===== src/rtl/rv_iopmp_tl_arbiter.sv =====
`default_nettype none
// ============================================================================
// Module      : rv_iopmp_tl_arbiter
// Description : Round-robin arbiter that shares one IOPMP check port among
//               NUM_REQ requesters. Each accepted request is held stable on
//               the check port for CHECK_LATENCY cycles, then the result is
//               returned to the granted requester as a one-cycle strobe.
//               Denied checks are counted in a saturating 16-bit counter.
// Revision    : 1.0 - initial release
// ============================================================================

package rv_iopmp_pkg;
    typedef logic [2:0] access_t;
endpackage

module rv_iopmp_tl_arbiter #(
    parameter int unsigned NUM_REQ       = 2,
    parameter int unsigned ADDR_WIDTH    = 64,
    parameter int unsigned SID_WIDTH     = 1,
    parameter int unsigned NBYTES_WIDTH  = 4,
    parameter int unsigned CHECK_LATENCY = 1
) (
    input  logic                                       clk_i,
    input  logic                                       rst_ni,
    input  logic [NUM_REQ-1:0]                         req_valid_i,
    output logic [NUM_REQ-1:0]                         req_ready_o,
    input  logic [NUM_REQ-1:0][ADDR_WIDTH-1:0]         req_addr_i,
    input  logic [NUM_REQ-1:0][NBYTES_WIDTH-1:0]       req_num_bytes_i,
    input  logic [NUM_REQ-1:0][SID_WIDTH-1:0]          req_sid_i,
    input  rv_iopmp_pkg::access_t [NUM_REQ-1:0]        req_access_type_i,
    output logic [NUM_REQ-1:0]                         rsp_valid_o,
    output logic                                       rsp_allow_o,
    output logic                                       transaction_en_o,
    output logic [ADDR_WIDTH-1:0]                      addr_o,
    output logic [NBYTES_WIDTH-1:0]                    num_bytes_o,
    output logic [SID_WIDTH-1:0]                       sid_o,
    output rv_iopmp_pkg::access_t                      access_type_o,
    input  logic                                       allow_transaction_i,
    output logic [15:0]                                deny_count_o
);

    localparam int unsigned PTR_W = (NUM_REQ > 1) ? $clog2(NUM_REQ) : 1;
    localparam int unsigned CNT_W = $clog2(CHECK_LATENCY + 1);

    localparam logic [1:0] ST_IDLE  = 2'd0;
    localparam logic [1:0] ST_CHECK = 2'd1;
    localparam logic [1:0] ST_RESP  = 2'd2;

    logic [1:0]              state_q,   state_d;
    logic [PTR_W-1:0]        rr_ptr_q,  rr_ptr_d;
    logic [PTR_W-1:0]        idx_q,     idx_d;
    logic [CNT_W-1:0]        cnt_q,     cnt_d;
    logic [ADDR_WIDTH-1:0]   addr_q,    addr_d;
    logic [NBYTES_WIDTH-1:0] nbytes_q,  nbytes_d;
    logic [SID_WIDTH-1:0]    sid_q,     sid_d;
    rv_iopmp_pkg::access_t   acc_q,     acc_d;
    logic                    allow_q,   allow_d;
    logic [15:0]             deny_cnt_q, deny_cnt_d;

    logic                    grant_found;
    logic [PTR_W-1:0]        grant_idx;

    // Round-robin search: first valid requester at or after rr_ptr, wrapping.
    always_comb begin
        int unsigned cand;
        logic [PTR_W-1:0] cand_idx;
        grant_found = 1'b0;
        grant_idx   = '0;
        cand        = 0;
        cand_idx    = '0;
        for (int unsigned i = 0; i < NUM_REQ; i++) begin
            cand = 32'(rr_ptr_q) + i;
            if (cand >= NUM_REQ) begin
                cand = cand - NUM_REQ;
            end
            cand_idx = PTR_W'(cand);
            if (!grant_found && req_valid_i[cand_idx]) begin
                grant_found = 1'b1;
                grant_idx   = cand_idx;
            end
        end
    end

    // State and datapath registers.
    always_ff @(posedge clk_i or negedge rst_ni) begin
        if (!rst_ni) begin
            state_q    <= ST_IDLE;
            rr_ptr_q   <= '0;
            idx_q      <= '0;
            cnt_q      <= '0;
            addr_q     <= '0;
            nbytes_q   <= '0;
            sid_q      <= '0;
            acc_q      <= '0;
            allow_q    <= 1'b0;
            deny_cnt_q <= '0;
        end else begin
            state_q    <= state_d;
            rr_ptr_q   <= rr_ptr_d;
            idx_q      <= idx_d;
            cnt_q      <= cnt_d;
            addr_q     <= addr_d;
            nbytes_q   <= nbytes_d;
            sid_q      <= sid_d;
            acc_q      <= acc_d;
            allow_q    <= allow_d;
            deny_cnt_q <= deny_cnt_d;
        end
    end

    // Next-state and hold-register update: capture on grant, count latency,
    // sample the check result, advance the pointer and count denies.
    always_comb begin
        state_d    = state_q;
        rr_ptr_d   = rr_ptr_q;
        idx_d      = idx_q;
        cnt_d      = cnt_q;
        addr_d     = addr_q;
        nbytes_d   = nbytes_q;
        sid_d      = sid_q;
        acc_d      = acc_q;
        allow_d    = allow_q;
        deny_cnt_d = deny_cnt_q;
        case (state_q)
            ST_IDLE: begin
                if (grant_found) begin
                    idx_d    = grant_idx;
                    addr_d   = req_addr_i[grant_idx];
                    nbytes_d = req_num_bytes_i[grant_idx];
                    sid_d    = req_sid_i[grant_idx];
                    acc_d    = req_access_type_i[grant_idx];
                    cnt_d    = '0;
                    state_d  = ST_CHECK;
                end
            end
            ST_CHECK: begin
                cnt_d = cnt_q + 1'b1;
                if (cnt_q == CNT_W'(CHECK_LATENCY - 1)) begin
                    allow_d = allow_transaction_i;
                    state_d = ST_RESP;
                end
            end
            ST_RESP: begin
                state_d = ST_IDLE;
                // Explicit wrap keeps non-power-of-two NUM_REQ in range.
                if (idx_q == PTR_W'(NUM_REQ - 1)) begin
                    rr_ptr_d = '0;
                end else begin
                    rr_ptr_d = idx_q + 1'b1;
                end
                if (!allow_q && (deny_cnt_q != 16'hFFFF)) begin
                    deny_cnt_d = deny_cnt_q + 16'd1;
                end
            end
            default: begin
                state_d = ST_IDLE;
            end
        endcase
    end

    // Output decode; the ready path is gated by reset so every output reads
    // zero while rst_ni is low, even with requests pending.
    always_comb begin
        req_ready_o      = '0;
        rsp_valid_o      = '0;
        rsp_allow_o      = 1'b0;
        transaction_en_o = 1'b0;
        addr_o           = '0;
        num_bytes_o      = '0;
        sid_o            = '0;
        access_type_o    = '0;
        case (state_q)
            ST_IDLE: begin
                if (grant_found && rst_ni) begin
                    req_ready_o = NUM_REQ'(1) << grant_idx;
                end
            end
            ST_CHECK: begin
                transaction_en_o = 1'b1;
                addr_o           = addr_q;
                num_bytes_o      = nbytes_q;
                sid_o            = sid_q;
                access_type_o    = acc_q;
            end
            ST_RESP: begin
                rsp_valid_o = NUM_REQ'(1) << idx_q;
                rsp_allow_o = allow_q;
            end
            default: begin
            end
        endcase
    end

    assign deny_count_o = deny_cnt_q;

endmodule

`default_nettype wire

===== config.mk =====
export PLATFORM = sky130hd
export DESIGN_NAME = rv_iopmp_tl_arbiter
export DESIGN_NICKNAME = d
export VERILOG_FILES = /design/src/rtl/rv_iopmp_tl_arbiter.sv
export SDC_FILE = /design/constraint.sdc
export NUM_CORES = 1
export LEC_CHECK = 0
export ABC_AREA = 1
export CAP_MARGIN = 15
export CORE_MARGIN = 2
export CORE_UTILIZATION = 44
export CTS_CLUSTER_DIAMETER = 150
export CTS_CLUSTER_SIZE = 28
export DETAILED_ROUTE_END_ITERATION = 7
export GPL_TIMING_DRIVEN = 0
export PLACE_DENSITY = 0.87
export REMOVE_ABC_BUFFERS = 1
export SYNTH_ARGS = -nofsm -noshare
export SYNTH_HDL_FRONTEND = slang
export SYNTH_SLANG_ARGS = --single-unit

===== constraint.sdc =====
create_clock -name clk_i -period 2.9 [get_ports clk_i]
set_clock_uncertainty 0.2 [all_clocks]
set_input_delay 0.58 -clock clk_i [delete_from_list [all_inputs] [get_ports clk_i]]
set_output_delay 0.58 -clock clk_i [all_outputs]
set_load 0.005 [all_outputs]

Word level (Yosys, flattened, before mapping)
Cells that the tools add are included.

storage, ports and cells
  flip-flop bits (word level) = 94
  word-level logic and storage cells = 74

cells by class
  add/sub/neg operators = 6
  order comparisons = 5
  equal/unequal tests = 5
  shifts and indexed selects = 2
  muxes and demuxes = 33
  bitwise logic cells = 1
  reduce and logical (&&, ||, !) cells = 12

operators by type and width
  kind                                                               number
  two-way mux 64 bit                                                 3
  two-way mux 1 bit                                                  17
  adder 16 x 1 -> 16 bit, second input constant                      1
  != test 16 bit, second input constant                              1
  two-way mux 4 bit                                                  3
  two-way mux 2 bit                                                  5
  AND reduction 2 bit                                                5
  two-way mux 3 bit                                                  3
  < comparator 1 x 2 -> 1 bit, second input constant                 3
  != test 2 bit, second input constant                               2
  case mux 2 bit (2 select lines)                                    1
  left shift 1 x 1 -> 2 bit, first input constant                    2
  logical AND 1 bit                                                  3
  adder 1 bit, second input constant                                 2
  adder 1 x 1 -> 2 bit, second input constant                        1
  == test 2 x 1 -> 1 bit, second input constant                      1
  == test 2 bit, second input constant                               1
  greater-or-equal comparator 1 x 2 -> 1 bit, second input constant  1
  greater-or-equal comparator 2 bit, second input constant           1
  logical NOT 1 bit                                                  2
  logical NOT 2 bit                                                  1
  case mux 1 bit (2 select lines)                                    1
  nonzero test 2 bit                                                 1
  subtractor 1 bit, second input constant                            2
  inverter 1 bit                                                     1

Depth between registers and ports, before layout
Gate-level depths: netlist of run 1.

  word-level depth = 11
  mapped depth = 8

Worst setup path before layout of run 1
Ideal clock, no wire load.

  path type = input to output
  from = input port req_valid_i[0]
  to = output port req_ready_o[1]
  data arrival time = 1.222 ns
  data required time = 2.120 ns
  path slack = 0.898 ns
  stages on the path = 6
  path through = nand2_1 nand2_2 inv_1 clkbuf_1 nand2_1 nor2_1

between the ends
  longest elaborated chain between the ends = 9

ends and longest elaborated chain
  item                                                                   line      RTL
  start, declared                                                        25        input logic [NUM_REQ-1:0] req_valid_i,
  two-way mux 1 bit (not written as such) (2 in a row)                   77        if (!grant_found && req_valid_i[cand_idx]) begin
  two-way mux 1 bit                                                      77
  logical NOT 1 bit                                                      77
  logical AND 1 bit                                                      77
  two-way mux 1 bit                                                      77
  left shift 1 x 1 -> 2 bit / logical AND 1 bit (equally long branches)  175, 174
  two-way mux 2 bit *                                                    174       if (grant_found && rst_ni) begin
  two-way mux 2 bit *                                                    172       case (state_q)
  end, declared                                                          26        output logic [NUM_REQ-1:0] req_ready_o,

Mark *: on every way between the ends. The rest lies on a longest branch, timed or not. The select of a mux whose other input is x is not followed.

Worst setup path in the final report of run 1
  from = register state_q[1]
  to = output port addr_o[3]

between the ends
  longest elaborated chain between the ends = 2

ends and longest elaborated chain
  item                    line  RTL
  start, declared         49    logic [1:0] state_q, state_d;
  start signal, assigned  98    state_q <= state_d;
  == test 2 x 1 -> 1 bit  172
  two-way mux 64 bit      172
  end, declared           34    output logic [ADDR_WIDTH-1:0] addr_o,

No other way between the ends.

==> results.py, run 1 <==
metrics = {
    "finish": {
        "fin_nets": 1021,
        "final_cell_area_mm2": 0.00777,
        "fillers": 858,
        "syn2layout_area_growth_pct": 59.1,
        "post-route-util": 0.717,
        "finalNonFillerCells": 1016,
        "final_layout_size_suffix_gt1_frac": 0.0514,
        "n_antenna_cell": 0,
    },
    "floorplan": {
        "dieWidth_um": 109,
        "ios": 243,
        "start_util": 0.451,
        "num_rows": 38,
        "core_mm2": 0.0108,
        "dieHeight_um": 109,
        "die_area_mm2": 0.0120,
    },
    "clock_tree": {
        "cts_root_buf": "clkbuf_8",
        "clkTransAtPathRegs_ns": 0.09,
        "cts_made_buffers": 9,
        "htreeDepth": 3,
        "clock_path_buffers": 2,
        "clkLatencyLatePin_ns": 0.36,
        "cts.sinks": 94,
        "tritoncts": "done",
    },
    "synth": {
        "synth_cells": 645,
        "yosysUniqueCellTypes": 27,
        "netlist_area_mm2": 0.00488,
        "avgSynthCellArea_um2": 7.57,
        "seq_area_frac_synth": 0.482,
        "synth_warnings": 0,
        "ys_seq_elements": 94,
    },
    "timing": {
        "setup_viol": 0,
        "tightestPinTransition_ns": 0.478,
        "setup_tns_ns": 0,
        "rsz0062_at_grt": "no",
        "fmax_mhz": 356,
        "hold_ws_ns": 0.0156,
        "finalHoldViolCount": 0,
        "layout_min_cycle_time_ns": 2.81,
        "maxSlewViolCount": 0,
        "max-slew-margin-rel": 0.681,
        "post-route-period-util": 0.969,
        "worst_slack_ns": 0.0912,
    },
    "placement": {
        "io_buffers": 242,
        "placed_cell_area_mm2": 0.00740,
        "hpwl_um": 11000,
        "dp_cells": 992,
        "pre_cts_ws_ns": -1.15,
        "place.gp.congestion": 0.888,
    },
    "critical_path": {
        "criticalPathCategory": "flip-flop to output port",
        "crit_arrival_ns": 2.03,
        "r2r_cells": 6,
        "cp.required_ns": 2.12,
        "cp-start-kind": "flip-flop",
        "cp_max_fo": 50,
        "crit_path_end_kind": "output port",
    },
    "global_route": {
        "antenna_found_initial": 0,
        "grt_usage": 0.288,
        "grt_max_degree": 111,
        "global_route.overflow_total": 0,
        "grt_pass1_wl_um": 25900,
        "grt_pass1_vias": 5027,
    },
    "run": {
        "drv_cap": 0,
    },
    "detailed_routing": {
        "wire_per_inst_um": 16.8,
        "vias": 5245,
        "wl_um": 17000,
        "drcViolationCount": 0,
        "via_per_inst": 5.16,
        "drtIter0Drc": 255,
        "first_pass_iters": 5,
        "ant_nets": 0,
    },
    "power": {
        "totalPowerFinal_mw": 6.37,
        "cellPowerDensity_mw_per_mm2": 820,
        "p_leak_nw": 3.37,
        "peakVddDrop_mv": 0.473,
    },
    "hold_path": {
        "min_path_type": "input port to async pin",
    },
    "status": {
        "status": "complete, no violations",
    },
}
==> timing repair <==
item | CTS | global route
hold buffers | 0 | 1
gates resized for setup | 13 | 4
endpoints found under the hold margin | 0 | 44
pin swaps | 2 | 0
cloned | 6 | 0
endpoints found under the setup margin | 52 | 51
buffers inserted | 2 | 0
==> worst max-delay path: stages (launching register included) <==
cell	delay (ns)
dfrtp_1	0.43
nor2_4	0.20
inv_6	0.13
buf_12	0.20
nor2_1	0.11
clkdlybuf4s50_1	0.58
==> path summary, 6_finish.rpt <==
kind                                   startpoint                           to  slack [ns]
min in group clk_i              cnt_q$_DFFE_PN0P_       state_q[1]$_DFFE_PN0P_        0.31
setup / recovery           state_q[1]$_DFFE_PN0P_                    addr_o[3]        0.09
hold reg to reg                 cnt_q$_DFFE_PN0P_       state_q[1]$_DFFE_PN0P_        0.31
hold / removal                             rst_ni  deny_count_o[1]$_DFFE_PN0P_        0.02
max in group asynchronous                  rst_ni        addr_q[7]$_DFFE_PN0P_        2.25
setup reg to reg           state_q[1]$_DFFE_PN0P_       addr_q[48]$_DFFE_PN0P_        0.76
==> cells by family after synthesis <==
family / Yosys count / share of synthesized area
flops: 94 / 0.482
xor+xnor: 7 / 0.0126
compound gates: 152 / 0.175
fa+ha+maj: 1 / 0.00256
buf+inv: 134 / 0.110
simple gates: 257 / 0.218
==> Yosys cell counts <==
master / number / area (um^2)
o21ai_0: 76 / 380
xnor2_1: 5 / 43.8
dfrtp_1: 94 / 2350
clkbuf_1: 16 / 60.1
nand3_4: 1 / 17.5
buf_2: 16 / 80.1
buf_6: 1 / 11.3
o21ai_1: 2 / 10.0
inv_1: 94 / 353
a21oi_1: 1 / 5.00
clkbuf_2: 6 / 30.0
nand2_1: 63 / 236
o21ai_2: 1 / 8.76
nand2_2: 3 / 18.8
o22ai_1: 72 / 450
nor3_1: 1 / 5.00
nand3b_1: 3 / 22.5
nor2_2: 1 / 6.26
nand3_1: 9 / 45.0
nand3_2: 1 / 10.0
ha_1: 1 / 12.5
nor2_1: 164 / 616
nor2_4: 3 / 33.8
nand4_1: 7 / 43.8
nand2_4: 1 / 11.3
inv_2: 1 / 3.75
xor2_1: 2 / 17.5
==> report_power, final <==
| part | leakage (nW) | switching, mW | total (mW) | internal (mW) |
|---|---|---|---|---|
| Sequential | 1.16 | 0.187 | 2.06 | 1.88 |
| Combinational | 2.09 | 1.73 | 3.29 | 1.56 |
| Clock | 0.120 | 0.460 | 1.02 | 0.556 |
| Total | 3.37 | 2.37 | 6.37 | 3.99 |
==> flip-flops by register name, indices dropped and copies added (netlist names) <==
signal	flops
idx_q	1
nbytes_q	4
state_q	2
allow_q	1
sid_q	1
cnt_q	1
rr_ptr_q	1
deny_count_o	16
acc_q	3
addr_q	64
==> final cells by class <==
class / count / area [um^2] / share of cell area
clock buffer: 13 / 169 / 0.0217
clock inverter: 3 / 65.1 / 0.00837
inverter: 95 / 380 / 0.0490
multi-input combinational: 420 / 2060 / 0.265
sequential: 94 / 2350 / 0.303
tap: 140 / 175 / 0.0225
timing repair buffer: 248 / 2540 / 0.328
timing repair inverter: 3 / 26.3 / 0.00338
==> per-layer routing <==
metal,track usage,routed length (um),vias to the layer above
met1,0.335,6610,2482
met5,0,0,-
li1,-,-,2535
met4,0.0904,404,0
met3,0.0806,1310,28
met2,0.512,8700,200
==> cell usage in the layout (no fill, tap or decap), types with 2 or more instances in the layout <==
master | netlist | routed
bufinv_16 | 0 | 2
nor2_1 | 164 | 163
dfrtp_1 | 94 | 94
clkbuf_8 | 0 | 12
xnor2_1 | 5 | 5
inv_6 | 0 | 4
nor2_4 | 3 | 4
clkdlybuf4s50_1 | 0 | 239
xor2_1 | 2 | 2
buf_4 | 0 | 2
buf_16 | 0 | 3
o22ai_1 | 72 | 72
o21ai_1 | 2 | 2
nand2_2 | 3 | 2
nand2_4 | 1 | 5
inv_1 | 94 | 92
nand4_1 | 7 | 7
nand2_1 | 63 | 62
o21ai_0 | 76 | 76
nand3b_1 | 3 | 3
nand3_1 | 9 | 9
Note: power is estimated with default switching activity, not from simulation.
==> inputs of run 2 (changes only) <==
--- a/config.mk
+++ b/config.mk
@@ -5,7 +5,6 @@
 export SDC_FILE = /design/constraint.sdc
 export NUM_CORES = 1
 export LEC_CHECK = 0
-export ABC_AREA = 1
 export CAP_MARGIN = 15
 export CORE_MARGIN = 2
 export CORE_UTILIZATION = 44
==> results.py, run 2 <==
metrics = {
    "detailed_routing": {
        "vias": 4473,
        "wire_per_inst_um": 16.9,
        "drcViolationCount": 0,
        "drtIter0Drc": 170,
        "first_pass_iters": 4,
        "via_per_inst": 5.09,
        "ant_nets": 0,
        "wl_um": 14900,
    },
    "synth": {
        "synth_top_family_by_area": "simple AND/OR/NAND/NOR gates",
        "avgSynthCellArea_um2": 9.81,
        "yosysUniqueCellTypes": 33,
        "yosysMostFrequentCell": "dfrtp_1",
        "synth_commonest_cells": "dfrtp_1, nand2_1, o21ai_0",
        "synthSimpleGateAreaFrac": 0.201,
        "synth_enable_flop_cells": 0,
        "ys.flop_type": "dfrtp_1",
        "synth-async-reset-ratio": 1.00,
        "synth_area_leader_cell": "dfrtp_1",
        "synth_top_area_frac": 0.484,
        "synth_cells": 495,
        "synth_warnings": 0,
        "ys_seq_elements": 94,
        "synth_xor_area_frac": 0.0234,
        "seq_area_frac_synth": 0.484,
        "netlist_area_mm2": 0.00486,
        "synth_compound_area_frac": 0.102,
        "synth.area.mux_share": 0.154,
        "synth_area_leaders": "dfrtp_1, mux2i_1, and2_1",
        "synth_adder_area_share": 0.00258,
    },
    "finish": {
        "fin_nets": 885,
        "syn2layout_area_growth_pct": 62.8,
        "layout.cells.most_common": "clkdlybuf4s50_1",
        "regMostFlops": "addr_q",
        "largest_register_ffs": 64,
        "final_cell_mix": "clkdlybuf4s50_1, dfrtp_1, nand2_1, and2_1, o21ai_0",
        "n_antenna_cell": 0,
        "final_layout_size_suffix_gt1_frac": 0.0691,
        "post-route-util": 0.733,
    },
    "timing": {
        "post-route-period-util": 0.953,
        "setup_viol": 0,
        "maxSlewViolCount": 0,
        "fmax_mhz": 362,
        "finalHoldViolCount": 0,
        "layout_min_cycle_time_ns": 2.76,
        "tightestPinTransition_ns": 0.658,
        "max-slew-margin-rel": 0.558,
        "rsz0062_at_grt": "no",
    },
    "floorplan": {
        "die_area_mm2": 0.0119,
        "start_util": 0.450,
        "dieWidth_um": 109,
        "ios": 243,
        "dieHeight_um": 109,
        "num_rows": 38,
        "core_mm2": 0.0108,
    },
    "critical_path": {
        "critPathMaxStageDelay_ns": 0.55,
        "crit_path_end_kind": "output port",
        "cp-start-kind": "input port",
        "criticalPathCategory": "input port to output port",
        "cp_max_fo": 25,
        "cp_num_buf_inv": 5,
        "cp_top_family": "buffers and inverters",
        "crit_chain": "dlygate4sd3_1 -> buf_6 -> buf_16 -> inv_1 -> nor3b_1 -> dlygate4sd2_1",
        "crit_arrival_ns": 1.98,
        "cp.required_ns": 2.12,
        "cp_slowest_cell": "dlygate4sd3_1",
    },
    "power": {
        "power_switching_mw": 2.20,
        "swShare": 0.354,
        "internal_power_mw": 4.01,
        "combPwrFrac": 0.524,
        "clock_power_share": 0.121,
        "totalPowerFinal_mw": 6.21,
        "p_leak_nw": 3.55,
        "peakVddDrop_mv": 0.706,
        "power_frac_seq": 0.356,
        "cellPowerDensity_mw_per_mm2": 785,
    },
    "placement": {
        "hpwl_um": 10500,
        "place.gp.congestion": 0.769,
        "io_buffers": 242,
    },
    "status": {
        "status": "complete, no violations",
    },
    "run": {
        "drv_cap": 0,
    },
    "global_route": {
        "grt_pass1_vias": 4651,
        "grt_pass1_wl_um": 22900,
        "antenna_found_initial": 0,
        "global_route.overflow_total": 0,
        "grt_usage": 0.252,
        "grt_max_degree": 51,
    },
    "clock_tree": {
        "cts_root_buf": "clkbuf_8",
        "tritoncts": "done",
        "clkTransAtPathRegs_ns": 0.08,
        "clkLatencyLatePin_ns": 0.35,
        "cts.sinks": 94,
        "clock_path_buffers": 2,
        "cts_made_buffers": 9,
        "htreeDepth": 3,
    },
    "hold_path": {
        "min_path_type": "flip-flop to flip-flop",
    },
}
run 2: cell count changes after synthesis, moves of 5 or more:
| cell | delta |
|---|---|
| mux2i_1 | +72 |
| o22ai_1 | -72 |
| buf_2 | -6 |
| xor2_1 | +8 |
| inv_1 | -87 |
| and2_1 | +75 |
| nand3_1 | -5 |
| nor2_1 | -157 |
| clkbuf_2 | -6 |
| nand4_1 | -5 |
| nand2_1 | +17 |
run 2: routing by layer:
metal  vias up  wire (um)  track usage
met3        22       1210       0.0634
met2       169       7940        0.476
met1      2138       5420        0.269
met5         -          0            0
met4         0        297       0.0907
li1       2144          -            -
run 2: cell type report:
class                   count  area (um^2)
multi-input cells         362         2390
fillers                   748         2890
repair buffers            261         2800
well taps                 140          175
inverters                   7         28.8
clock inverters             2         10.0
clock buffers              12          145
flip-flops and latches     94         2350
run 2: final timing paths:
check	startpoint	to	slack [ns]	depth (start not counted)
worst max-delay path	rst_ni	req_ready_o[0]	0.14	6
worst min-delay path	addr_q[29]$_DFFE_PN0P_	addr_q[29]$_DFFE_PN0P_	0.28	2
worst max register to register	deny_count_o[0]$_DFFE_PN0P_	deny_count_o[14]$_DFFE_PN0P_	0.70	5
worst min register to register	addr_q[29]$_DFFE_PN0P_	addr_q[29]$_DFFE_PN0P_	0.28	2
max in group asynchronous	rst_ni	addr_q[31]$_DFFE_PN0P_	1.70	3
min in group asynchronous	rst_ni	state_q[0]$_DFFE_PN0P_	0.56	3
run 2: worst reg2reg max path, stage by stage (launching register included):
cell and delay [ns]:
dfrtp_1 0.42, ha_1 0.19, and2_1 0.44, nand3_1 0.32, nor4_1 0.40, xnor2_1 0.16
run 2: timing repair:
action,CTS,global route
gates cloned,5,1
hold endpoints to repair,45,0
resized for setup,14,2
endpoints found under the setup margin,62,5
buffers inserted,5,0
hold buffers,2,0
pin swaps,3,0
run 2: logic make-up (layout without fill, tap and decap cells):
kind of cell,count (synthesis),count (layout)
buf+inv,40,282
mux,74,74
fa+ha+maj,1,1
simple gates,185,185
flops,94,94
compound gates,88,89
xor+xnor,13,13
run 2: metrics by stage:
| step | hold WS, ns | TNS [ns] | cell area [um^2] | setup WS, ns | std cells |
|---|---|---|---|---|---|
| after global placement | 0.253 | -925.18 | 7320 | -8.88 | 844 |
| final | 0.276 | 0 | 7910 | 0.137 | 878 |
| after detailed placement | 0.263 | -1.27 | 7510 | -0.655 | 852 |
| after floorplan | 0.0844 | -411.55 | 4720 | -5.43 | 462 |
| after global routing | 0.302 | 0 | 7910 | 0.0187 | 878 |
| after CTS | 0.281 | 0 | 7890 | 0.0339 | 877 |
run 2: power by group through the flow:
| stage | sequential (mW) | combinational [mW] | clock (mW) |
|---|---|---|---|
| 2_1_floorplan | 2.11 | 1.39 | 0 |
| 3_3_place_gp | 2.14 | 2.47 | 0 |
| 3_5_place_dp | 2.21 | 3.03 | 0 |
| 4_1_cts | 2.20 | 3.28 | 0.768 |
| 5_1_grt | 2.28 | 3.59 | 0.815 |
| 6_report | 2.21 | 3.25 | 0.751 |
